File: src/rtl/yuv422_packer.sv
// ============================================================================
// Module      : yuv422_packer
// Description : Packs the CTE U,Y0,V,Y1 byte stream into 32-bit UYVY words,
//               buffers them in a small FIFO and hands them out via valid/ready.
// Revision    : 1.0 - initial release
// ============================================================================
`default_nettype none

module yuv422_packer #(
    parameter int DEPTH          = 4,
    parameter int PAIRS_PER_LINE = 8
) (
    input  logic                     clk,
    input  logic                     rst_n,
    input  logic                     yuv_valid_i,
    input  logic [7:0]               yuv_in_i,
    input  logic                     flush_i,
    input  logic                     pix_ready_i,
    output logic                     pix_valid_o,
    output logic [31:0]              pix_data_o,
    output logic                     line_last_o,
    output logic [$clog2(DEPTH):0]   fifo_level_o,
    output logic                     almost_full_o,
    output logic                     overflow_o,
    output logic [1:0]               phase_o
);

    localparam int AW = $clog2(DEPTH);
    localparam int LW = AW + 1;
    localparam int CW = (PAIRS_PER_LINE > 1) ? $clog2(PAIRS_PER_LINE) : 1;

    localparam logic [LW-1:0] LVL_FULL = LW'(DEPTH);
    localparam logic [LW-1:0] LVL_AF   = LW'(DEPTH - 1);
    localparam logic [LW-1:0] LVL_ONE  = LW'(1);
    localparam logic [AW-1:0] PTR_ONE  = AW'(1);
    localparam logic [CW-1:0] CNT_LAST = CW'(PAIRS_PER_LINE - 1);
    localparam logic [CW-1:0] CNT_ONE  = CW'(1);

    typedef enum logic [1:0] {
        S_U  = 2'd0,
        S_Y0 = 2'd1,
        S_V  = 2'd2,
        S_Y1 = 2'd3
    } state_e;

    state_e          state_q;
    logic [7:0]      u_q;
    logic [7:0]      y0_q;
    logic [7:0]      v_q;
    logic [CW-1:0]   line_cnt_q;

    logic [31:0]     mem_q [DEPTH];
    logic [DEPTH-1:0] tag_q;
    logic [AW-1:0]   wr_ptr_q;
    logic [AW-1:0]   rd_ptr_q;
    logic [LW-1:0]   level_q;
    logic            overflow_q;

    logic            word_done;
    logic            word_tag;
    logic [31:0]     word_data;
    logic            fifo_pop;
    logic            fifo_push;
    logic            word_drop;

    // flush wins over everything sampled in its cycle, including the Y1 byte
    assign word_done = yuv_valid_i & (state_q == S_Y1) & ~flush_i;
    assign word_tag  = (line_cnt_q == CNT_LAST);
    assign word_data = {u_q, y0_q, v_q, yuv_in_i};
    assign fifo_pop  = (level_q != '0) & pix_ready_i & ~flush_i;
    assign fifo_push = word_done & ((level_q < LVL_FULL) | fifo_pop);
    assign word_drop = word_done & ~fifo_push;

    always_ff @(posedge clk or negedge rst_n) begin
        if (!rst_n) begin
            state_q    <= S_U;
            u_q        <= '0;
            y0_q       <= '0;
            v_q        <= '0;
            line_cnt_q <= '0;
        end else if (flush_i) begin
            state_q    <= S_U;
            u_q        <= '0;
            y0_q       <= '0;
            v_q        <= '0;
            line_cnt_q <= '0;
        end else if (yuv_valid_i) begin
            case (state_q)
                S_U: begin
                    u_q     <= yuv_in_i;
                    state_q <= S_Y0;
                end
                S_Y0: begin
                    y0_q    <= yuv_in_i;
                    state_q <= S_V;
                end
                S_V: begin
                    v_q     <= yuv_in_i;
                    state_q <= S_Y1;
                end
                default: begin
                    // Dropped words still count toward the line position
                    state_q    <= S_U;
                    line_cnt_q <= word_tag ? '0 : line_cnt_q + CNT_ONE;
                end
            endcase
        end
    end

    always_ff @(posedge clk or negedge rst_n) begin
        if (!rst_n) begin
            wr_ptr_q   <= '0;
            rd_ptr_q   <= '0;
            level_q    <= '0;
            overflow_q <= 1'b0;
            tag_q      <= '0;
            for (int i = 0; i < DEPTH; i++) begin
                mem_q[i] <= '0;
            end
        end else if (flush_i) begin
            wr_ptr_q   <= '0;
            rd_ptr_q   <= '0;
            level_q    <= '0;
            overflow_q <= 1'b0;
        end else begin
            if (fifo_push) begin
                mem_q[wr_ptr_q] <= word_data;
                tag_q[wr_ptr_q] <= word_tag;
                wr_ptr_q        <= wr_ptr_q + PTR_ONE;
            end
            if (fifo_pop) begin
                rd_ptr_q <= rd_ptr_q + PTR_ONE;
            end
            case ({fifo_push, fifo_pop})
                2'b10:   level_q <= level_q + LVL_ONE;
                2'b01:   level_q <= level_q - LVL_ONE;
                default: level_q <= level_q;
            endcase
            if (word_drop) begin
                overflow_q <= 1'b1;
            end
        end
    end

    assign pix_valid_o   = (level_q != '0);
    assign pix_data_o    = mem_q[rd_ptr_q];
    assign line_last_o   = tag_q[rd_ptr_q] & pix_valid_o;
    assign fifo_level_o  = level_q;
    assign almost_full_o = (level_q >= LVL_AF);
    assign overflow_o    = overflow_q;
    assign phase_o       = state_q;

endmodule

`default_nettype wire

File: config.mk
export PLATFORM = sky130hd
export DESIGN_NAME = yuv422_packer
export DESIGN_NICKNAME = d
export VERILOG_FILES = /design/src/rtl/yuv422_packer.sv
export SDC_FILE = /design/constraint.sdc
export NUM_CORES = 1
export LEC_CHECK = 0
export CAP_MARGIN = 15
export CORE_UTILIZATION = 59
export DETAILED_ROUTE_END_ITERATION = 6
export GPL_ROUTABILITY_DRIVEN = 0
export PLACE_DENSITY_LB_ADDON = 0.2
export SYNTH_ARGS = -nofsm -noshare
export SYNTH_HDL_FRONTEND = slang
export SYNTH_SLANG_ARGS = --single-unit
File: constraint.sdc
create_clock -name clk -period 2.88 [get_ports clk]
set_clock_uncertainty 0.05 [all_clocks]
set_input_delay 0.432 -clock clk [delete_from_list [all_inputs] [get_ports clk]]
set_output_delay 0.432 -clock clk [all_outputs]
set_load 0.02 [all_outputs]
== Yosys cells after proc, flatten, opt, wreduce, memory -nomap -nowiden ==
Index checks and enable logic that the tools add are counted.

* Output and inout port bits: 41
* Logic and storage cells: 99
* Bits in registers: 169

* Reductions and logical operators: 18
* Equal/unequal tests: 7
* Add/sub/neg operators: 5
* Order comparisons: 8
* Bitwise gates (word level): 12
* Muxes and demuxes: 35

{| class="wikitable"
|+ Operator list
! kind !! number
|-
| 128-bit bitwise mux || 1
|-
| 32-bit two-way mux || 3
|-
| 8-bit two-way mux || 9
|-
| 32-bit binary-select mux with 2-bit select || 1
|-
| 32-bit demux with 2-bit select || 1
|-
| 3-bit two-way mux || 5
|-
| 2-bit nonzero test || 7
|-
| 2-bit two-way mux || 6
|-
| 2-bit AND reduction || 5
|-
| 1-bit bitwise AND || 7
|-
| 3-bit by 1-bit adder with 3-bit output, second input constant || 2
|-
| 2-bit equality test, second input constant || 3
|-
| 3-bit >= comparator, second input constant || 2
|-
| 2-bit by 3-bit less-than comparator with 1-bit output, second input constant || 2
|-
| 2-bit NOT with 3-bit output || 2
|-
| 2-bit one-hot mux with 3 select lines || 1
|-
| 3-bit one-hot mux with 2 select lines || 1
|-
| 3-bit nonzero test || 2
|-
| 2-bit by 1-bit adder with 2-bit output, second input constant || 2
|-
| 4-bit bitwise mux || 1
|-
| 2-bit by 1-bit equality test with 1-bit output, second input constant || 2
|-
| 1-bit two-way mux || 4
|-
| 3-bit equality test, second input constant || 1
|-
| 3-bit by 2-bit >= comparator with 1-bit output, second input constant || 1
|-
| 12 further kinds || 14
|}

== Longest topological paths before layout ==
* Depth in word-level cells: 9
* Mapped depth: 8
* Mapped depth without buffers: 7

== Least setup slack after synthesis ==
OpenSTA, ideal clock, no wires.

* Kind: register to register
* Start: reg level_q[0] (netlist: fifo_level_o[0])
* End: reg level_q[2] (netlist: fifo_level_o[2])
* Library setup time: 0.088 ns
* Period minus slack after synthesis: 2.355 ns
* Buffers on the path: 1
* Arrival: 2.217 ns
* Cell stages (with the launch flop): 7
* Slack: 0.525 ns
* Cells stage by stage: dfrtp_1 -> clkbuf_1 -> o31ai_1 -> nor3_1 -> fa_1 -> or4_1 -> a41oi_1

* Longest elaborated chain between the ends: 8
* Elaborated cells between the ends (all ways): 13

{| class="wikitable"
|+ Ends and longest elaborated chain
! element !! line !! text
|-
| from (decl) || 56 || <nowiki>logic [LW-1:0] level_q;</nowiki>
|-
| from (signal assigned) || 135 || <nowiki>2'b10: level_q <= level_q + LVL_ONE;</nowiki>
|-
| from (signal assigned) || 136 || <nowiki>2'b01: level_q <= level_q - LVL_ONE;</nowiki>
|-
| from (signal assigned) || 137 || <nowiki>default: level_q <= level_q;</nowiki>
|-
| 3-bit nonzero test || 70 || <nowiki>assign fifo_pop = (level_q != '0) & pix_ready_i & ~flush_i;</nowiki>
|-
| 1-bit bitwise AND (2 in series) || 70 ||
|-
| 1-bit bitwise OR || 71 || <nowiki>assign fifo_push = word_done & ((level_q < LVL_FULL) | fifo_pop);</nowiki>
|-
| 1-bit bitwise AND || 71 ||
|-
| 2-bit by 1-bit equality test with 1-bit output / 2-bit equality test (equally long branches) || 134 || <nowiki>case ({fifo_push, fifo_pop})</nowiki>
|-
| 3-bit one-hot mux with 2 select lines || 134 ||
|-
| 3-bit two-way mux || 120 || <nowiki>end else if (flush_i) begin</nowiki>
|}

Several ways; a longest one is shown, not always the timed one.
A chain may end at the register's enable or synchronous reset.

== Worst setup path in the final report ==
* Start: reg rd_ptr_q[0]
* End: out pix_data_o[20]

* Longest elaborated chain between the ends: 4

{| class="wikitable"
|+ Ends and longest elaborated chain
! element !! line !! text
|-
| from (decl) || 55 || <nowiki>logic [AW-1:0] rd_ptr_q;</nowiki>
|-
| from (signal assigned) || 132 || <nowiki>rd_ptr_q <= rd_ptr_q + PTR_ONE;</nowiki>
|-
| 2-bit NOT with 3-bit output (not written as such) || 146 || <nowiki>assign pix_data_o = mem_q[rd_ptr_q];</nowiki>
|-
| 32-bit binary-select mux with 2-bit select || 146 ||
|-
| 32-bit two-way mux (not written as such) (2 in series) || 146 ||
|-
| to (decl) || 20 || <nowiki>output logic [31:0] pix_data_o,</nowiki>
|}

No other way between the ends. The select of a mux whose other input is x is not followed.

==> metrics.cfg <==
[synthesis]
ys_types=42
yosysWarnings=0
synth-main-ff-cell=dfrtp_1
synth_area_per_cell_sq_um=14.6
seq_area_frac_synth_pct=55.1
yosys.area.top_type=dfrtp_1
ys_seq_elements=169
synth_area_leaders=dfrtp_1 55%, mux2_2 12%, mux4_2 9.7%, mux2_1 6.9%, a21oi_1 2.2%
syn_area_sq_um=7680
synthesis.instances=527
synth_edf_count=0
synthTopCellsByCount=169 x dfrtp_1, 85 x mux2_2, 47 x mux2_1
ys_async_sr_fraction_pct=100
yosysMostFrequentCell=dfrtp_1
synth_nets=551
synth.top_cell.area_share_pct=55.1

[pwr]
p_switching_w=0.00115
p_int_w=0.00404
peakVddDrop_mv=0.472
p_per_area_nw_per_um2=577
p_comb_share_pct=7.7
p_sw_share_pct=22.1
seq_power_share_pct=47.7
p_leak_nw=4.18
clockPowerShare_pct=44.6

[grt]
grt_pass1_wl_um=25400
grt_max_degree=63
grtUsageTotal_pct=25.6
use_met3_pct=5.54
grt_pass1_vias=4781
met2_usage_pct=41.9
use_met1_pct=34.6
gr-total-overflow=0
antenna_found_initial=0
top_usage_layer=met2

[setup_path]
path_class=register to primary output
worst-path-max-fanout=17
reg2reg_depth=6
crit_path_max_incr_delay_ns=0.56
required_ns=2.40
path_cells=buf_4 > mux4_2 > clkdlybuf4s50_1
worst-r2r-setup-slack_ns=0.48
crit_slowest_cell=mux4_2
end_kind=primary output
cp.arrival_ns=2.28
rr_endpoint=fifo_level_o[2]
cp-start-kind=register
r2r_start=phase_o[1]

[min_path]
hold_start=mem_q[101]
hold-path-endpoint=mem_q[101]
hold_depth=1
holdCritPathClass=register to register

[cts]
cts-root-buf=clkbuf_16
cts_sinks=169
clockBufferDepth=2
cts_resized=0
cts_made_buffers=17
clk_latency_ns=0.42
htreeDepth=4
cts_tree=done
post-cts-setup-buffers=0
path_clk_slew_ns=0.06

[detailed_routing]
first_pass_iters=4
wire_per_inst_um=20.1
detail-route-antenna-nets=0
wirelength_um=15400
drt_iter0_markers=324
vias_per_cell=5.91
vias=4531
drc_errors=0

[sta]
slew_viol_final=0
fin_tns_setup_ns=0
fmax_ghz=0.362
post-route-min-period_ns=2.76
post-route-period-util_pct=95.8
rsz0062_at_grt=no
relSlewSlack_pct=65.6
worst_slew_pin_slew_ns=0.516
hold_viol_final=0
setup_violations=0

[finish]
drive_gt1_share_pct=29.6
postLayoutCellArea_sq_um=8980
ff_latch_area_sq_um=4230
antennaDiodeCount=0
fill_cells=873
nNetsFinal=606
multi_input_area_sq_um=3180
syn_to_final_growth_pct=17.0

[floorplanning]
die_h_um=116
die-area_sq_um=13500
rows=41
start_util_pct=60.6
coreArea_sq_um=12700
io_pins=54
die_w_um=116

[run_status]
status=completed

[job]
maxCapViolations=0

[placement]
dpl.hpwl_um=9880
place_area_sq_um=8370
portBuffers=53

-- worst max path at each step --
| stage | start | to | slack, ns |
|---|---|---|---|
| after global routing | rd_ptr_q[0] | pix_data_o[18] | 0.03 |
| after CTS | rd_ptr_q[0] | pix_data_o[20] | 0.07 |
| after detailed placement | yuv_valid_i | fifo_level_o[2] | 0.19 |
| after floorplan | fifo_level_o[0] | fifo_level_o[2] | 0.52 |
| after global placement | yuv_valid_i | fifo_level_o[2] | 0.26 |
| final | rd_ptr_q[0] | pix_data_o[20] | 0.12 |
-- power groups by stage --
stage | Clock (W) | Sequential (W) | Combinational [W]
after floorplan | 0 | 0.00250 | 0.000201
after global placement | 0 | 0.00251 | 0.000389
after detailed placement | 0 | 0.00252 | 0.000396
after CTS | 0.00235 | 0.00247 | 0.000403
after global routing | 0.00244 | 0.00248 | 0.000431
final | 0.00231 | 0.00247 | 0.000397
-- registers in the layout, summed over array words and instances, names as in the netlist --
| signal | count |
|---|---|
| fifo_level_o | 3 |
| line_cnt_q | 3 |
| mem_q | 128 |
| overflow_o | 1 |
| phase_o | 2 |
| rd_ptr_q | 2 |
| tag_q | 4 |
| u_q | 8 |
| v_q | 8 |
| wr_ptr_q | 2 |
| y0_q | 8 |
-- routing by layer --
layer | share of wire, % | vias to the layer above
li1 | - | 2038
met1 | 44 | 2373
met2 | 50 | 102
met3 | 4.8 | 18
met4 | 1.3 | 0
met5 | 0 | -
-- critical path, delay by kind of cell, from the launching register on --
family	cells	cell delay [ns]
flip-flops	1	0.38
multiplexers	1	0.56
buffers and inverters	2	0.89
-- per-stage QoR --
step	worst slack, ns	instances	total power, W	hold slack (ns)	utilization [%]
2_1_floorplan	0.525	527	0.00270	0.0864	-
3_3_place_gp	0.259	734	0.00290	0.363	66.1
3_5_place_dp	0.194	734	0.00291	0.371	66.1
4_1_cts	0.0701	767	0.00523	0.435	70.9
5_1_grt	0.0310	767	0.00535	0.449	70.9
6_report	0.121	767	0.00518	0.433	70.9
-- area by class of cell --
cell class	instances	share of cell area, %
Inverter	4	0.167
Clock buffer	25	5.40
Multi-Input combinational cell	314	35.4
Clock inverter	7	1.28
Sequential cell	169	47.1
Timing Repair Buffer	76	8.29
Tap cell	172	2.40
-- kinds of logic after synthesis --
group                    count (synthesis)  synth area share [%]
buffers and inverters                   44                  3.50
XOR/XNOR                                 2                 0.228
AND/OR/NAND/NOR                         85                  6.31
adder cells (fa/ha/maj)                 11                  1.89
flip-flops                             169                  55.1
AO/OA/AOI/OAI                           49                  3.67
multiplexers                           167                  29.3
-- what timing repair did --
action,4_1_cts,5_1_grt
endpoints found under the setup margin,0,0
endpoints found under the hold margin,53,0
hold buffers,1,0
-- cells in the final DEF, fill, tap and decap left out, types with 2 or more instances in the layout --
master,Yosys,final
dfrtp_1,169,168
mux2_2,85,85
clkdlybuf4s50_1,0,52
mux2_1,47,47
a21oi_1,34,34
mux4_2,33,33
nand2_1,32,32
nand3_1,26,26
buf_4,5,19
clkbuf_16,0,17
ha_1,10,10
nor2_1,7,7
clkbuf_1,16,5
inv_1,4,4
nor4b_4,4,4
or3_1,3,3
o21ai_0,3,3
bufinv_16,0,3
clkbuf_8,0,3
buf_12,0,3
and2_1,2,2
a21o_1,2,2
xor2_1,2,2
a31oi_1,2,2
a211o_1,2,2
mux2i_1,2,2
clkinv_2,0,2
clkinvlp_4,0,2
Note: power is estimated with default switching activity, not from simulation.
